[config.mk]
export PLATFORM = sky130hd
export DESIGN_NAME = seq_div_16_8
export DESIGN_NICKNAME = d
export VERILOG_FILES = /design/src/rtl/seq_div_16_8.sv
export SDC_FILE = /design/constraint.sdc
export NUM_CORES = 1
export LEC_CHECK = 0
export ABC_AREA = 1
export CAP_MARGIN = 25
export CORE_ASPECT_RATIO = 0.7
export CORE_MARGIN = 2
export CORE_UTILIZATION = 45
export CTS_BUF_LIST = sky130_fd_sc_hd__clkbuf_4 sky130_fd_sc_hd__clkbuf_8
export CTS_CLUSTER_SIZE = 20
export DETAILED_ROUTE_END_ITERATION = 6
export DONT_BUFFER_PORTS = 1
export SLEW_MARGIN = 5
export SYNTH_ARGS = -nofsm -noshare
export SYNTH_HDL_FRONTEND = slang
export SYNTH_SLANG_ARGS = --single-unit
[constraint.sdc]
create_clock -name clk -period 2.1 [get_ports clk]
set_input_delay 0.21 -clock clk [delete_from_list [all_inputs] [get_ports clk]]
set_output_delay 0.21 -clock clk [all_outputs]
set_load 0.05 [all_outputs]
[src/rtl/seq_div_16_8.sv]
// seq_div_16_8 -- sequential restoring divider, unsigned DW / VW bits,
// one quotient bit per clock.
//
// Parameters:
//   DW  dividend / quotient width (default 16)
//   VW  divisor / remainder width (default 8), VW <= DW
// Ports:
//   clk        rising-edge clock
//   rst        synchronous active-high reset
//   start      request, accepted on an edge where ready=1
//   dividend   unsigned dividend, sampled on the accept edge
//   divisor    unsigned divisor, sampled on the accept edge
//   ready      high while idle
//   busy       high while running or finishing
//   valid      one-cycle result strobe
//   quotient   result quotient, held until the next result
//   remainder  result remainder, held until the next result
//   div0       divisor was zero for the current result
// Build option:
//   DIV_FAST_ZERO_EN  a zero divisor skips the iterations and finishes
//                     directly; results are identical, only latency shrinks.

module seq_div_16_8 #(
  parameter int unsigned DW = 16,
  parameter int unsigned VW = 8
) (
  input  logic          clk,
  input  logic          rst,
  input  logic          start,
  input  logic [DW-1:0] dividend,
  input  logic [VW-1:0] divisor,
  output logic          ready,
  output logic          busy,
  output logic          valid,
  output logic [DW-1:0] quotient,
  output logic [VW-1:0] remainder,
  output logic          div0
);

  localparam int unsigned CW = (DW > 1) ? $clog2(DW) : 1;

  typedef enum logic [1:0] {
    IDLE = 2'd0,
    RUN  = 2'd1,
    DONE = 2'd2
  } state_t;

  state_t        state;
  state_t        state_nx;
  logic [CW-1:0] cnt;
  logic [VW-1:0] r;       // partial remainder
  logic [DW-1:0] q;       // dividend shifting out, quotient shifting in
  logic [VW-1:0] dvs;     // latched divisor
  logic          dz;      // latched divisor==0
  logic [VW:0]   r_sh;
  logic [VW-1:0] r_diff;
  logic          ge;

  // The partial remainder is VW+1 bits wide only transiently: after each
  // restore/subtract it is below the divisor, so only VW bits are stored
  // and the extra bit exists in the shifted value used for the compare.
  always_comb begin
    r_sh   = {r, q[DW-1]};
    ge     = (r_sh >= {1'b0, dvs});
    r_diff = r_sh[VW-1:0] - dvs;
  end

  assign ready = (state == IDLE);
  assign busy  = (state == RUN) || (state == DONE);

  always_ff @(posedge clk) begin
    if (rst) begin
      state <= IDLE;
    end else begin
      state <= state_nx;
    end
  end

  always_comb begin
    state_nx = state;
    case (state)
      IDLE: begin
        if (start) begin
`ifdef DIV_FAST_ZERO_EN
          state_nx = (divisor == '0) ? DONE : RUN;
`else
          state_nx = RUN;
`endif
        end
      end
      RUN: begin
        if (cnt == '0) begin
          state_nx = DONE;
        end
      end
      DONE: begin
        state_nx = IDLE;
      end
      default: begin
        state_nx = IDLE;
      end
    endcase
  end

  always_ff @(posedge clk) begin
    if (rst) begin
      cnt       <= '0;
      r         <= '0;
      q         <= '0;
      dvs       <= '0;
      dz        <= 1'b0;
      valid     <= 1'b0;
      quotient  <= '0;
      remainder <= '0;
      div0      <= 1'b0;
    end else begin
      valid <= 1'b0;
      case (state)
        IDLE: begin
          if (start) begin
            dvs <= divisor;
            dz  <= (divisor == '0);
            cnt <= CW'(DW - 1);
`ifdef DIV_FAST_ZERO_EN
            // Preload exactly what the full iteration would produce.
            if (divisor == '0) begin
              q <= '1;
              r <= dividend[VW-1:0];
            end else begin
              q <= dividend;
              r <= '0;
            end
`else
            q <= dividend;
            r <= '0;
`endif
          end
        end
        RUN: begin
          r <= ge ? r_diff : r_sh[VW-1:0];
          q <= {q[DW-2:0], ge};
          if (cnt != '0) begin
            cnt <= cnt - CW'(1);
          end
        end
        DONE: begin
          valid     <= 1'b1;
          quotient  <= q;
          remainder <= r;
          div0      <= dz;
        end
        default: begin
        end
      endcase
    end
  end

endmodule

# After elaboration in Yosys (flattened, before gate mapping)

Cells that the tools add are included.

Equality and inequality tests: 5
Order comparisons: 1
Mux-type cells: 12
Add/sub/neg operators: 2
Reduce and logical (&&, ||, !) cells: 10

Operators with widths:

| kind                                                   | number |
|---|---|
| case mux 16 bit (2 select lines)                       | 1 |
| two-way mux 16 bit                                     | 1 |
| two-way mux 8 bit                                      | 2 |
| case mux 8 bit (2 select lines)                        | 1 |
| greater-or-equal comparator 9 x 8 -> 1 bit             | 1 |
| logical NOT 8 bit                                      | 1 |
| two-way mux 4 bit                                      | 2 |
| case mux 4 bit (2 select lines)                        | 1 |
| subtractor 8 bit                                       | 1 |
| AND reduction 2 bit                                    | 3 |
| logical NOT 4 bit                                      | 1 |
| two-way mux 2 bit                                      | 2 |
| inequality test 2 x 1 -> 1 bit (second input constant) | 2 |
| case mux 2 bit (2 select lines)                        | 1 |
| nonzero test 4 bit                                     | 1 |
| subtractor 4 x 1 -> 4 bit (second input constant)      | 1 |
| AND reduction 3 bit                                    | 1 |
| equality test 2 x 1 -> 1 bit (second input constant)   | 1 |
| equality test 2 bit (second input constant)            | 1 |
| logical NOT 2 bit                                      | 1 |
| inequality test 2 bit (second input constant)          | 1 |
| nonzero test 2 bit                                     | 1 |
| logical OR 1 bit                                       | 1 |
| two-way mux 1 bit                                      | 1 |

Input port bits: 27
Output and inout port bits: 28
Logic and storage cells: 40
Bits in registers: 65

# Longest topological paths before layout

Depth after elaboration: 3
Mapped depth: 12
Mapped depth without buffers: 12

# Worst setup path after synthesis

No wires, ideal clock.

Path type: reg2reg
From: reg state[0]
To: reg cnt[3]
Buffers on the path: 0
Arrival time: 1.716 ns
Data required time: 1.968 ns
Period minus slack after synthesis: 1.847 ns
Path slack: 0.253 ns
Cell stages (with the launch flop): 9
Setup time: 0.132 ns
Cells stage by stage: dfxtp_1 inv_1 ha_1 nand2_2 o21ai_2 nand2_1 nor2_1 xnor2_1 a21oi_1

Longest elaborated chain between the ends: 3
Elaborated cells between the ends (all ways): 7
Classes of those cells: eq/ne (3); mux (1); reduce/logical (3)

RTL lines:

| element                                                                      | line | RTL |
|---|---|---|
| from (decl)                                                                  | 48   | `state_t state;` |
| from (signal assigned)                                                       | 75   | `state <= state_nx;` |
| logical NOT 2 bit *                                                          | n/a  |  |
| net ready                                                                    | 32   | `output logic ready,` |
| inequality test 2 bit (no source line) or nonzero test 2 bit (tied branches) | n/a  |  |
| AND reduction 3 bit (no source line)                                         | n/a  |  |
| to (signal assigned)                                                         | 123  | `cnt <= CW'(DW - 1);` |
| to (signal assigned)                                                         | 143  | `cnt <= cnt - CW'(1);` |
| to (decl)                                                                    | 50   | `logic [CW-1:0] cnt;` |

The timed path passes the listed nets; every way through them passes the cells marked *.
A chain may end at the register's enable or synchronous reset.

# Final worst setup path

From: reg dvs[3]
To: reg r[5]

Longest elaborated chain between the ends: 3
Elaborated cells between the ends (all ways): 4
Classes of those cells: add/sub (1); order compare (1); mux (2)

RTL lines:

| element                                                                        | line   | RTL |
|---|---|---|
| from (decl)                                                                    | 53     | `logic [VW-1:0] dvs;` |
| from (signal assigned)                                                         | 121    | `dvs <= divisor;` |
| subtractor 8 bit or greater-or-equal comparator 9 x 8 -> 1 bit (tied branches) | 65, 64 |  |
| two-way mux 8 bit *                                                            | 140    | `r <= ge ? r_diff : r_sh[VW-1:0];` |
| case mux 8 bit (2 select lines) *                                              | 118    | `case (state)` |
| to (signal assigned)                                                           | 140    |  |
| to (decl)                                                                      | 51     | `logic [VW-1:0] r;` |

Every way passes the cells marked *; elsewhere a longest branch is shown, timed or not.

==> out/results.ini <==
[sta]
finalClockSkew_ps = 8.83
rsz0062_at_grt = no
min_period_ps = 1880
timing.hold.ws_ps = 29.9
setup_violations = 0
fin_crit_sh_pct = 89.5
fmax_ghz = 0.532
slew_viol_final = 0
tns_ps = 0
relSlewSlack_pct = 54.0
hold_viol = 0
worst_slew_pin_slew_ps = 687

[logic_synthesis]
syn_avg_cell_area_um2 = 7.28
syn_area_um2 = 2990
netlist_top_cells_area = dfxtp_1 (43%), nand2_1 (10%), nor2_1 (6.1%)
synthCells = 411
syn_nets = 451
synth_top_area_share_pct = 43.5
yosys_register_bits = 65
ys_seq_area_share_pct = 43.5
ys_types = 34
ys_warn_count = 0
yosysTopAreaCell = dfxtp_1

[floorplanning]
die_w_um = 101
core_area_um2 = 6340
pin_count = 55
start_util_pct = 47.2
die_height_um = 72.2
fp-row-count = 24
die_area_um2 = 7330

[critical_path]
crit_required_ps = 2280
cp-start-kind = flop
worstPathArrival_ps = 2060
reg2reg_setup_slack_ps = 220
critPathMaxFanout = 9
critPathKind = reg -> reg
end_kind = flop

[clock_tree]
cts_root_buf = clkbuf_8
cts.clk_slew.worst_paths_ps = 70
cts_tree = yes
clock-sinks = 65
cts_made_buffers = 9
cts_hold_buf = 1
htree_num_levels = 3
clock_latency_ps = 330
cts_resized = 0
post-cts-setup-buffers = 0
cts.path.max_buffers = 2

[layout]
final_common_cell = nand2_1
drive_gt1_share_pct = 9.40
final_cell_mix = nand2_1 (83), dfxtp_1 (65), nor2_1 (49), inv_1 (32), a21oi_1 (32)
num_antenna_cells = 0
multiInputGateArea_um2 = 1450
area_growth_syn_to_layout_pct = 8.70
fill_cells = 639
final_nets = 451
seq_area_um2 = 1300

[placement]
dp_hpwl_um = 5100
port_buffers = 0
gp_congestion = 0.823

[power]
leakage_uw = 0.00142
peakVddDrop_uv = 1120
powerDensity_nw_per_um2 = 1880

[drt]
postRouteAntennaNets = 0
avgViaCountPerCell = 5.21
dr.pass1.iters = 4
via_count = 2638
wl_um = 7080
wl_per_cell_um = 14.0
drt_iter0_markers = 144
drc = 0

[global_routing]
grt_max_degree = 49
grt-ovfl-total = 0
track_usage_pct = 20.6
grt_pass1_vias = 2397
antenna_found_initial = 0
grt_pass1_wl_um = 11600

[job]
max-cap-violations = 0

[min_path]
hold_class = in -> reg

[run_status]
status = completed

==> Yosys cell counts (all sizes together) <==
| cell type | number |
|---|---|
| o22ai | 1 |
| ha | 12 |
| and2 | 1 |
| inv | 40 |
| or2 | 1 |
| fa | 1 |
| xor2 | 2 |
| a311oi | 1 |
| clkbuf | 13 |
| dfxtp | 65 |
| nor3 | 2 |
| a32oi | 1 |
| o21ai | 49 |
| a31oi | 15 |
| nor2 | 51 |
| nand4 | 2 |
| a21oi | 33 |
| a211oi | 1 |
| nand3 | 22 |
| xnor2 | 2 |
| buf | 7 |
| nor4 | 1 |
| a221oi | 1 |
| nand2 | 87 |
==> power breakdown <==
part / switching, uW / internal (uW)
Sequential: 646 / 1620
Combinational: 1960 / 990
Clock: 471 / 432
==> worst paths after layout <==
| check | startpoint | endpoint | cells after the start |
|---|---|---|---|
| min reg2reg | cnt[2]$_SDFFE_PP0P_ | cnt[2]$_SDFFE_PP0P_ | 2 |
| max | dvs[3]$_SDFFE_PP0P_ | r[5]$_SDFFE_PP0P_ | 11 |
| max reg2reg | dvs[3]$_SDFFE_PP0P_ | r[5]$_SDFFE_PP0P_ | 11 |
| min | dividend[4] | q[4]$_SDFFE_PP0P_ | 2 |
==> critical path, cell delays in order (launching register included) <==
cell and delay, ps:
dfxtp_1 310, inv_1 70, ha_1 360, nand2_1 120, inv_2 80, nand4_1 130
nand2_1 140, nand2_2 150, nand2_4 160, nand2_1 70, nand3_1 60, a21oi_1 60
==> sequential cells by signal, summed over array words and instances, names as in the netlist <==
name,count
remainder,8
dvs,8
state,2
dz,1
cnt,4
div0,1
r,8
quotient,16
q,16
valid,1
==> stage by stage <==
step | setup WS, ps | cell area [um2] | utilization [%] | power, uW | cells
after floorplan | 253 | 2990 | - | 4610 | 411
after global placement | 309 | 3080 | 48.6 | 5170 | 490
after detailed placement | 314 | 3080 | 48.6 | 5200 | 490
after CTS | 256 | 3250 | 51.3 | 6120 | 506
after global routing | 4.28 | 3250 | 51.3 | 6650 | 506
final | 221 | 3250 | 51.3 | 6110 | 506
==> cell type report <==
type | count | area share, %
clock buffer | 10 | 4.04
multi-input combinational | 286 | 44.6
clock inverter | 5 | 1.04
tap | 91 | 3.50
inverter | 40 | 4.62
timing repair buffer | 9 | 2.15
sequential | 65 | 40.0
==> routing by layer <==
metal	part of all wire [%]	track usage (%)
met5	0	0
met4	0.58	5.86
met3	7.0	7.32
met2	41	28.4
met1	51	30.1
==> kinds of logic after synthesis <==
logic type               after synthesis  share of synthesized area, %
buffers and inverters                 60                          7.99
XOR/XNOR                               4                          1.17
adder cells (fa/ha/maj)               13                          5.69
AO/OA/AOI/OAI                        102                          18.4
AND/OR/NAND/NOR                      167                          23.2
flip-flops                            65                          43.5
Note: power is estimated with default switching activity, not from simulation.
